`config.mk`:
```
export PLATFORM = sky130hd
export DESIGN_NAME = ddr_calib_gate
export DESIGN_NICKNAME = d
export VERILOG_FILES = /design/src/rtl/ddr_calib_gate.sv
export SDC_FILE = /design/constraint.sdc
export NUM_CORES = 1
export LEC_CHECK = 0
export BUFFER_PORTS_ARGS = -buffer_cell sky130_fd_sc_hd__buf_4
export CAP_MARGIN = 20
export CELL_PAD_IN_SITES_DETAIL_PLACEMENT = 0
export CELL_PAD_IN_SITES_GLOBAL_PLACEMENT = 1
export CORE_AREA = 2 2 209 211
export DETAILED_ROUTE_END_ITERATION = 6
export DIE_AREA = 0 0 211 213
export PLACE_DENSITY = 0.58
export SYNTH_ARGS = -nofsm -noshare
export SYNTH_HDL_FRONTEND = slang
export SYNTH_SLANG_ARGS = --single-unit
```
`constraint.sdc`:
```
create_clock -name i_clk -period 6.1 [get_ports i_clk]
set_input_delay 1.83 -clock i_clk [delete_from_list [all_inputs] [get_ports i_clk]]
set_output_delay 1.83 -clock i_clk [all_outputs]
set_load 0.02 [all_outputs]
```
`src/rtl/ddr_calib_gate.sv`:
```
// Holds SoC AXI traffic off the DDR controller until calibration completes,
// answering early requests locally with an error response, then becomes a wire.
package ddr_calib_gate_pkg;
  localparam int ID_W   = 4;
  localparam int ADDR_W = 32;
  localparam int DATA_W = 64;

  typedef struct packed {
    logic              aw_valid;
    logic [ID_W-1:0]   aw_id;
    logic [ADDR_W-1:0] aw_addr;
    logic [7:0]        aw_len;
    logic [2:0]        aw_size;
    logic [1:0]        aw_burst;
    logic              w_valid;
    logic [DATA_W-1:0] w_data;
    logic [DATA_W/8-1:0] w_strb;
    logic              w_last;
    logic              b_ready;
    logic              ar_valid;
    logic [ID_W-1:0]   ar_id;
    logic [ADDR_W-1:0] ar_addr;
    logic [7:0]        ar_len;
    logic [2:0]        ar_size;
    logic [1:0]        ar_burst;
    logic              r_ready;
  } axi4_slave_in_type;

  typedef struct packed {
    logic              aw_ready;
    logic              w_ready;
    logic              b_valid;
    logic [ID_W-1:0]   b_id;
    logic [1:0]        b_resp;
    logic              b_user;
    logic              ar_ready;
    logic              r_valid;
    logic [ID_W-1:0]   r_id;
    logic [DATA_W-1:0] r_data;
    logic [1:0]        r_resp;
    logic              r_last;
    logic              r_user;
  } axi4_slave_out_type;

  typedef enum logic [2:0] {
    ERR_IDLE = 3'd0,
    ERR_W    = 3'd1,
    ERR_B    = 3'd2,
    ERR_R    = 3'd3,
    PASS     = 3'd4
  } gate_state_t;
endpackage

// Handshakes: a transfer happens on a rising edge where valid and ready are both 1;
// valid never waits on ready, and a raised valid holds its payload until accepted.
module ddr_calib_gate
  import ddr_calib_gate_pkg::*;
#(
  parameter logic [1:0] ERR_RESP = 2'b10,
  parameter int         ERRCNT_W = 16
) (
  input  logic                i_clk,
  input  logic                i_rst,
  input  logic                i_init_calib_done,
  input  axi4_slave_in_type   i_xslvi,
  output axi4_slave_out_type  o_xslvo,
  output axi4_slave_in_type   o_ddri,
  input  axi4_slave_out_type  i_ddro,
  output logic                o_pass,
  output logic [ERRCNT_W-1:0] o_err_cnt,
  output gate_state_t         o_state
);

  gate_state_t         state_q, state_d;
  logic [7:0]          cnt_q, cnt_d;
  logic [ID_W-1:0]     id_q, id_d;
  logic [ERRCNT_W-1:0] err_cnt_q;
  logic                reject;
  logic                ar_rdy, aw_rdy;

  always_ff @(posedge i_clk or posedge i_rst) begin
    if (i_rst) begin
      state_q   <= ERR_IDLE;
      cnt_q     <= '0;
      id_q      <= '0;
      err_cnt_q <= '0;
    end else begin
      state_q <= state_d;
      cnt_q   <= cnt_d;
      id_q    <= id_d;
      if (reject && (err_cnt_q != '1))
        err_cnt_q <= err_cnt_q + ERRCNT_W'(1);
    end
  end

  // Readies drop during reset and once calibration is done, so no error
  // transaction can start in the cycle the gate commits to PASS.
  assign ar_rdy = !i_init_calib_done && !i_rst;
  assign aw_rdy = ar_rdy && !i_xslvi.ar_valid;

  always_comb begin
    state_d = state_q;
    cnt_d   = cnt_q;
    id_d    = id_q;
    reject  = 1'b0;
    o_xslvo = '0;
    o_ddri  = '0;
    case (state_q)
      ERR_IDLE: begin
        o_xslvo.ar_ready = ar_rdy;
        o_xslvo.aw_ready = aw_rdy;
        if (i_xslvi.ar_valid && ar_rdy) begin
          reject  = 1'b1;
          id_d    = i_xslvi.ar_id;
          cnt_d   = i_xslvi.ar_len;
          state_d = ERR_R;
        end else if (i_xslvi.aw_valid && aw_rdy) begin
          reject  = 1'b1;
          id_d    = i_xslvi.aw_id;
          state_d = ERR_W;
        end else if (i_init_calib_done) begin
          state_d = PASS;
        end
      end
      ERR_R: begin
        o_xslvo.r_valid = 1'b1;
        o_xslvo.r_resp  = ERR_RESP;
        o_xslvo.r_id    = id_q;
        o_xslvo.r_last  = (cnt_q == 8'd0);
        if (i_xslvi.r_ready) begin
          if (cnt_q == 8'd0) state_d = ERR_IDLE;
          else               cnt_d   = cnt_q - 8'd1;
        end
      end
      ERR_W: begin
        o_xslvo.w_ready = 1'b1;
        if (i_xslvi.w_valid && i_xslvi.w_last) state_d = ERR_B;
      end
      ERR_B: begin
        o_xslvo.b_valid = 1'b1;
        o_xslvo.b_resp  = ERR_RESP;
        o_xslvo.b_id    = id_q;
        if (i_xslvi.b_ready) state_d = ERR_IDLE;
      end
      PASS: begin
        o_xslvo = i_ddro;
        o_ddri  = i_xslvi;
      end
      default: state_d = ERR_IDLE;
    endcase
  end

  assign o_pass    = (state_q == PASS);
  assign o_err_cnt = err_cnt_q;
  assign o_state   = state_q;

endmodule

```
After elaboration in Yosys (flattened, before gate mapping)
Cells that the tools add are included.
{ "word_totals": {"output_inout_bits": 280, "elab_cells": 62, "ff_bits": 31, "inputBits": 263} }
{ "classes": {"n_bitwise": 1, "reduce_logical": 16, "mux": 27, "n_eq_ne": 12, "n_addsub": 2} }
{ "ops": {"columns": ["op", "n"], "rows": [
  ["$mux 176", 1],
  ["$mux 64", 1],
  ["$mux 8", 3],
  ["$mux 3", 7],
  ["$add 16x1->16 const B", 1],
  ["$ne 16x16->1 const B", 1],
  ["$pmux 8 s2", 1],
  ["$pmux 3 s5", 1],
  ["$pmux 7 s2", 1],
  ["$ne 2x2->1 const B", 6],
  ["$pmux 5 s2", 1],
  ["$logic_not 8->1", 1],
  ["$mux 4", 2],
  ["$sub 8x1->8 const B", 1],
  ["$eq 3x2->1 const B", 2],
  ["$logic_and 1x1->1", 6],
  ["$pmux 1 s2", 3],
  ["$pmux 3 s2", 1],
  ["$reduce_and 6->1", 1],
  ["$mux 1", 5],
  ["$ne 4x4->1 const B", 1],
  ["$reduce_and 4->1", 1],
  ["$reduce_bool 2->1", 2],
  ["$eq 3x1->1 const B", 1],
  ["5 further kinds", 7]
]} }

Longest topological paths before layout
Gate-level depths: netlist (run 1).
{ "logic_depth": {"depth_word": 8, "mapped_depth": 7} }

Least setup slack after synthesis (run 1)
No wires, ideal clock.
{ "synth_path": {"path_type": "in2out", "from": "input port i_rst", "to": "output port o_xslvo[83] in the netlist's numbering", "setup_slack_ns": 1.660, "path_buffers": 0, "required_ns": 4.270, "arrival_ns": 2.610, "stages": 3, "cell_sequence": "nor2_1 nand2_1 o21ai_0"} }
{ "synth_lines": {"columns": ["item", "line", "text"], "rows": [
  ["from (decl)", "63", "input logic i_rst,"],
  ["to (decl)", "66", "output axi4_slave_out_type o_xslvo,"]
]} }

==> flow_metrics.py, run 1 <==
metrics = {
    "setup_path": {
        "endpoint_kind": "output port",
        "path_common_cell": "buf_4",
        "worst_path_max_delay_cell": "nor2_1",
        "reg2reg_depth": 5,
        "crit_arrival_ps": 2860,
        "crit_fanout": 5,
        "cp-start-kind": "primary input",
        "cpPeakStageDelay_ps": 300,
        "critPathKind": "primary input to output port",
        "worstPathRequired_ps": 4270,
        "crit_chain": "buf_4 -> nor2_1 -> nand2_1 -> o21ai_0 -> buf_4",
    },
    "logic_synthesis": {
        "postSynthAreaPerCell_sq_um": 7.30,
        "yosysUniqueCellTypes": 45,
        "ys_seq_area_share_pct": 21.9,
        "synth_edf_count": 0,
        "ys_ff_latch": 31,
        "syn_nets": 751,
        "yosys_most_used_dff": "dfrtp_1",
        "syn-cell-area_sq_mm": 0.00354,
        "yosys_warnings": 0,
        "synth_cells": 485,
        "ys_async_sr_fraction_pct": 100,
    },
    "power": {
        "cellPowerDensity_mw_per_mm2": 441,
        "p_leak_nw": 4.37,
        "peakVddDrop_v": 0.000391,
    },
    "sta": {
        "relSlewSlack_pct": 30.1,
        "fmaxAchievable_mhz": 213,
        "hold_viol_final": 0,
        "slew_violations": 0,
        "setup_viol": 0,
        "tightestPinTransition_ps": 1050,
        "worst_clock_skew_ps": 7.33,
        "period_needed_ps": 4690,
        "fin_crit_sh_pct": 76.9,
        "fin_tns_setup_ps": 0,
        "rsz0062_at_grt": "false",
    },
    "status": {
        "status": "complete, no violations",
    },
    "grt": {
        "grt_first_pass_wirelength_mm": 29.0,
        "grt_max_degree": 131,
        "overflow": 0,
        "antenna_found_initial": 1,
        "grt.total_usage_pct": 8.51,
        "grt_pass1_vias": 4573,
    },
    "clock_tree": {
        "cts_tree": "done",
        "clkTransAtPathRegs_ps": 60,
        "cts_buffers": 5,
        "post-cts-setup-buffers": 0,
        "ctsHtreeMaxLevel": 2,
        "clock_path_buffers": 2,
        "cts_num_sinks": 31,
        "clockRootBuffer": "clkbuf_16",
        "post_cts_resize_count": 0,
        "ctsHoldBuffers": 0,
        "worstSkewPairLatency_ps": 290,
    },
    "floorplan": {
        "coreArea_sq_mm": 0.0427,
        "dieArea_sq_mm": 0.0449,
        "num_rows": 76,
        "die_w_um": 211,
        "ios": 543,
        "die_h_um": 213,
        "initial_core_util_pct": 8.29,
    },
    "placed_design": {
        "io_buffers": 542,
        "postPlaceCellArea_sq_mm": 0.00819,
        "place_congestion": 0.848,
        "hpwlAfterDp_mm": 18.6,
    },
    "final_layout": {
        "syn2layout_area_growth_pct": 135,
        "diodes": 0,
        "layout_commonest_cell": "buf_4",
        "layout_common_cells": "543 x buf_4, 245 x and2_1, 31 x dfrtp_1",
        "finish.utilization_pct": 19.5,
        "final_layout_size_suffix_gt1_share_pct": 56.3,
        "finalInstanceArea_sq_mm": 0.00834,
        "final_nets": 1266,
    },
    "hold_path": {
        "hp-class": "flop to flop",
        "hold_depth": 2,
    },
    "detailed_routing": {
        "wirelength_mm": 22.1,
        "first_iter_violations": 199,
        "via_per_inst": 3.35,
        "wl_per_cell_um": 14.3,
        "antenna_left": 0,
        "dr.pass1.iters": 4,
        "vias": 5178,
        "drc": 0,
    },
    "run": {
        "maxCapViolCount": 0,
    },
}
## power by group
part | leakage [nW] | internal [W] | switching, W
Clock | 0.0664 | 0.000153 | 0.000115
Combinational | 3.91 | 0.00132 | 0.00173
Sequential | 0.396 | 0.000264 | 0.0000914
Total | 4.37 | 0.00174 | 0.00194
## cell families after synthesis
group / after synthesis / synth area share [%]
simple gates: 334 / 56.8
buf+inv: 42 / 5.02
fa+ha+maj: 3 / 1.06
xor+xnor: 12 / 2.97
mux: 8 / 2.44
compound gates: 55 / 9.79
flops: 31 / 21.9
## cell type report
class                   instances  area (sq um)
fillers                      4764         34400
repair buffers                545          4120
multi-input cells             412          2590
flip-flops and latches         31           776
well taps                     546           683
clock buffers                   5           125
clock inverters                 3          23.8
inverters                       5          18.8
## cell usage after synthesis, types with 2 or more instances
cell type    n  share of area, %
or4_4        2              0.64
buf_6        2              0.64
nor3_1       4              0.57
clkbuf_1    31               3.3
and2_1     245                43
a22o_1       7               1.7
xnor2_1      5               1.2
o31ai_1      2              0.42
a2bb2oi_1    2              0.49
and3_1       4              0.71
nor2_1      18               1.9
nand3_1     10               1.4
a21oi_1     15               2.1
xor2_1       7               1.7
nand2_1     27               2.9
buf_2        4              0.57
o21bai_1     2              0.42
nand4_1      8               1.4
a22oi_1      4              0.85
dfrtp_1     31                22
o21ai_0     16               2.3
inv_1        5              0.53
ha_1         3               1.1
nor2b_1      5              0.88
mux2i_1      6               1.7
## through the flow
stage | hold slack, ps | total power [W] | cells | setup slack, ps
3_5_place_dp | 514 | 0.00343 | 1539 | 1340
6_report | 531 | 0.00368 | 1547 | 1410
5_1_grt | 566 | 0.00391 | 1547 | 1260
2_1_floorplan | 473 | 0.00203 | 485 | 1660
4_1_cts | 531 | 0.00372 | 1547 | 1350
3_3_place_gp | 513 | 0.00345 | 1539 | 1330
## worst paths after layout
kind,start,end,slack (ps)
min in group asynchronous,i_rst,id_q[2]$_DFFE_PP0P_,1460
min reg2reg,id_q[2]$_DFFE_PP0P_,id_q[2]$_DFFE_PP0P_,530
max in group asynchronous,i_rst,o_err_cnt[15]$_DFFE_PP0P_,3990
max,i_rst,o_xslvo[83],1410
max reg2reg,o_state[0]$_DFFE_PP0P_,cnt_q[1]$_DFFE_PP0P_,3470
min,id_q[2]$_DFFE_PP0P_,id_q[2]$_DFFE_PP0P_,530
## metal layers
metal | track usage, % | vias up | routed length [um]
li1 | - | 2592 | -
met1 | 11.8 | 2341 | 9860
met2 | 14.1 | 238 | 10800
met3 | 1.78 | 7 | 1420
met4 | 0.729 | 0 | 57
met5 | 0 | - | 0
## critical path: cells and delay by family
family / cells / cell delay [ps]
and+or+nand+nor: 2 / 480
buffers and inverters: 2 / 300
AOI/OAI and AO/OA: 1 / 240
## state kept, by name, summed over array words and instances, names as in the netlist
register   count
cnt_q          8
id_q           4
o_err_cnt     16
o_state        3
Note: power is estimated with default switching activity, not from simulation.
==> run 2: changes to the inputs <==
==> constraint.sdc (replaced) <==
create_clock -name i_clk -period 4.9 [get_ports i_clk]
set_input_delay 1.47 -clock i_clk [delete_from_list [all_inputs] [get_ports i_clk]]
set_output_delay 1.47 -clock i_clk [all_outputs]
set_load 0.02 [all_outputs]
==> run 2 against run 1 <==
Compared with the run above:
- die area unchanged
- final cell count is 0.13% higher
- critical path depth unchanged
- count of clock-buffer cells in the layout unchanged
- first-iteration DRC count fell by 17%
- largest cell class unchanged
- largest power group unchanged
==> flow_metrics.py, run 2 (synthesized netlist as in run 1, its figures left out) <==
metrics = {
    "sta": {
        "worst_clock_skew_ps": 10.8,
        "setup_viol": 0,
        "rsz0062_at_grt": "false",
        "tightestPinTransition_ps": 612,
        "hold_viol_final": 0,
        "holdWs_ps": 523,
        "relSlewSlack_pct": 59.1,
        "timing.final.ws_setup_ps": 972,
        "fmaxAchievable_mhz": 255,
        "fin_crit_sh_pct": 80.2,
        "slew_violations": 0,
        "fin_tns_setup_ps": 0,
        "period_needed_ps": 3930,
    },
    "clock_tree": {
        "post-cts-setup-buffers": 0,
        "cts_tree": "done",
        "worstSkewPairLatency_ps": 290,
        "clock_path_buffers": 2,
        "ctsHoldBuffers": 0,
        "clkTransAtPathRegs_ps": 70,
        "cts_buffers": 5,
        "ctsHtreeMaxLevel": 2,
        "post_cts_resize_count": 0,
        "cts_num_sinks": 31,
        "clockRootBuffer": "clkbuf_16",
    },
    "setup_path": {
        "worstPathRequired_ps": 3430,
        "r2r_setup_slack_ps": 2360,
        "crit_fanout": 147,
        "r2r_end": "cnt_q[1]$_DFFE_PP0P_",
        "crit_arrival_ps": 2460,
        "crit_path_end": "o_ddri[26]",
        "reg2reg_depth": 5,
        "endpoint_kind": "output port",
        "startpoint": "o_state[1]$_DFFE_PP0P_",
        "critPathKind": "flop to output port",
        "worstReg2RegStart": "o_state[0]$_DFFE_PP0P_",
        "cp-start-kind": "flop",
    },
    "detailed_routing": {
        "drc": 0,
        "vias": 5163,
        "dr.pass1.iters": 4,
        "antenna_left": 0,
        "via_per_inst": 3.33,
        "wl_per_cell_um": 14.2,
        "first_iter_violations": 165,
        "wirelength_mm": 22.0,
    },
    "floorplan": {
        "num_rows": 76,
        "dieArea_sq_mm": 0.0449,
        "die_w_um": 211,
        "coreArea_sq_mm": 0.0427,
        "initial_core_util_pct": 8.29,
        "ios": 543,
        "die_h_um": 213,
    },
    "final_layout": {
        "largest_register_ffs": 16,
        "syn2layout_area_growth_pct": 136,
        "final_layout_size_suffix_gt1_share_pct": 56.4,
        "layout_commonest_cell": "buf_4",
        "final_nets": 1267,
        "instances_no_fill": 1549,
        "layout_common_cells": "544 x buf_4, 245 x and2_1, 31 x dfrtp_1",
    },
    "placed_design": {
        "placed_cells": 1540,
        "io_buffers": 542,
        "hpwlAfterDp_mm": 18.6,
        "place_congestion": 0.829,
        "pre_cts_ws_ps": 899,
    },
    "power": {
        "p_leak_nw": 4.38,
        "peakVddDrop_v": 0.000321,
        "cellPowerDensity_mw_per_mm2": 543,
    },
    "hold_path": {
        "hp-class": "flop to flop",
    },
    "status": {
        "status": "complete, no violations",
    },
    "run": {
        "maxCapViolCount": 0,
    },
    "grt": {
        "grt_max_degree": 148,
        "overflow": 0,
        "antenna_found_initial": 1,
        "grt_first_pass_wirelength_mm": 29.4,
        "grt.total_usage_pct": 8.55,
        "grt_pass1_vias": 4711,
    },
}
## run 2: where the power goes
| part | internal (W) | switching [W] | leakage [nW] |
|---|---|---|---|
| clock network | 0.000190 | 0.000136 | 0.0664 |
| registers | 0.000329 | 0.000111 | 0.396 |
| logic | 0.00165 | 0.00212 | 3.91 |
## run 2: worst min path at each step
stage                               startpoint                    to  depth (start not counted)
final                      id_q[0]$_DFFE_PP0P_   id_q[0]$_DFFE_PP0P_                          2
after global routing      cnt_q[6]$_DFFE_PP0P_  cnt_q[6]$_DFFE_PP0P_                          1
after CTS                  id_q[0]$_DFFE_PP0P_   id_q[0]$_DFFE_PP0P_                          2
after detailed placement   id_q[0]$_DFFE_PP0P_   id_q[0]$_DFFE_PP0P_                          2
after global placement     id_q[1]$_DFFE_PP0P_   id_q[1]$_DFFE_PP0P_                          2
after floorplan            id_q[0]$_DFFE_PP0P_   id_q[0]$_DFFE_PP0P_                          2
## run 2: critical path, cell delays in order (launching register included)
cell and delay, ps:
dfrtp_1 490, nor2b_1 510, nor2b_4 320, buf_12 320, and2_1 230, buf_4 150
## run 2: layer usage
| metal | GRT usage, % | share of wire [%] | vias to the layer above |
|---|---|---|---|
| met5 | 0 | 0 | - |
| met3 | 1.62 | 6.9 | 8 |
| met4 | 1.21 | 0.58 | 0 |
| li1 | - | - | 2595 |
| met1 | 11.7 | 44 | 2305 |
| met2 | 14.2 | 49 | 255 |
## run 2: area by class of cell
| cell class | count | area, sq um |
|---|---|---|
| Fill cell | 4797 | 34300 |
| Sequential cell | 31 | 776 |
| Clock buffer | 5 | 125 |
| Tap cell | 546 | 683 |
| Inverter | 5 | 18.8 |
| Timing Repair Buffer | 546 | 4120 |
| Multi-Input combinational cell | 412 | 2590 |
| Clock inverter | 3 | 23.8 |
| Antenna cell | 1 | 2.50 |
## run 2: stage by stage
step	util, %	total power (W)	cell area, sq um
6_report	19.6	0.00453	8350
2_1_floorplan	-	0.00253	3540
5_1_grt	19.5	0.00483	8350
4_1_cts	19.5	0.00460	8350
3_3_place_gp	19.2	0.00426	8200
3_5_place_dp	19.2	0.00424	8200
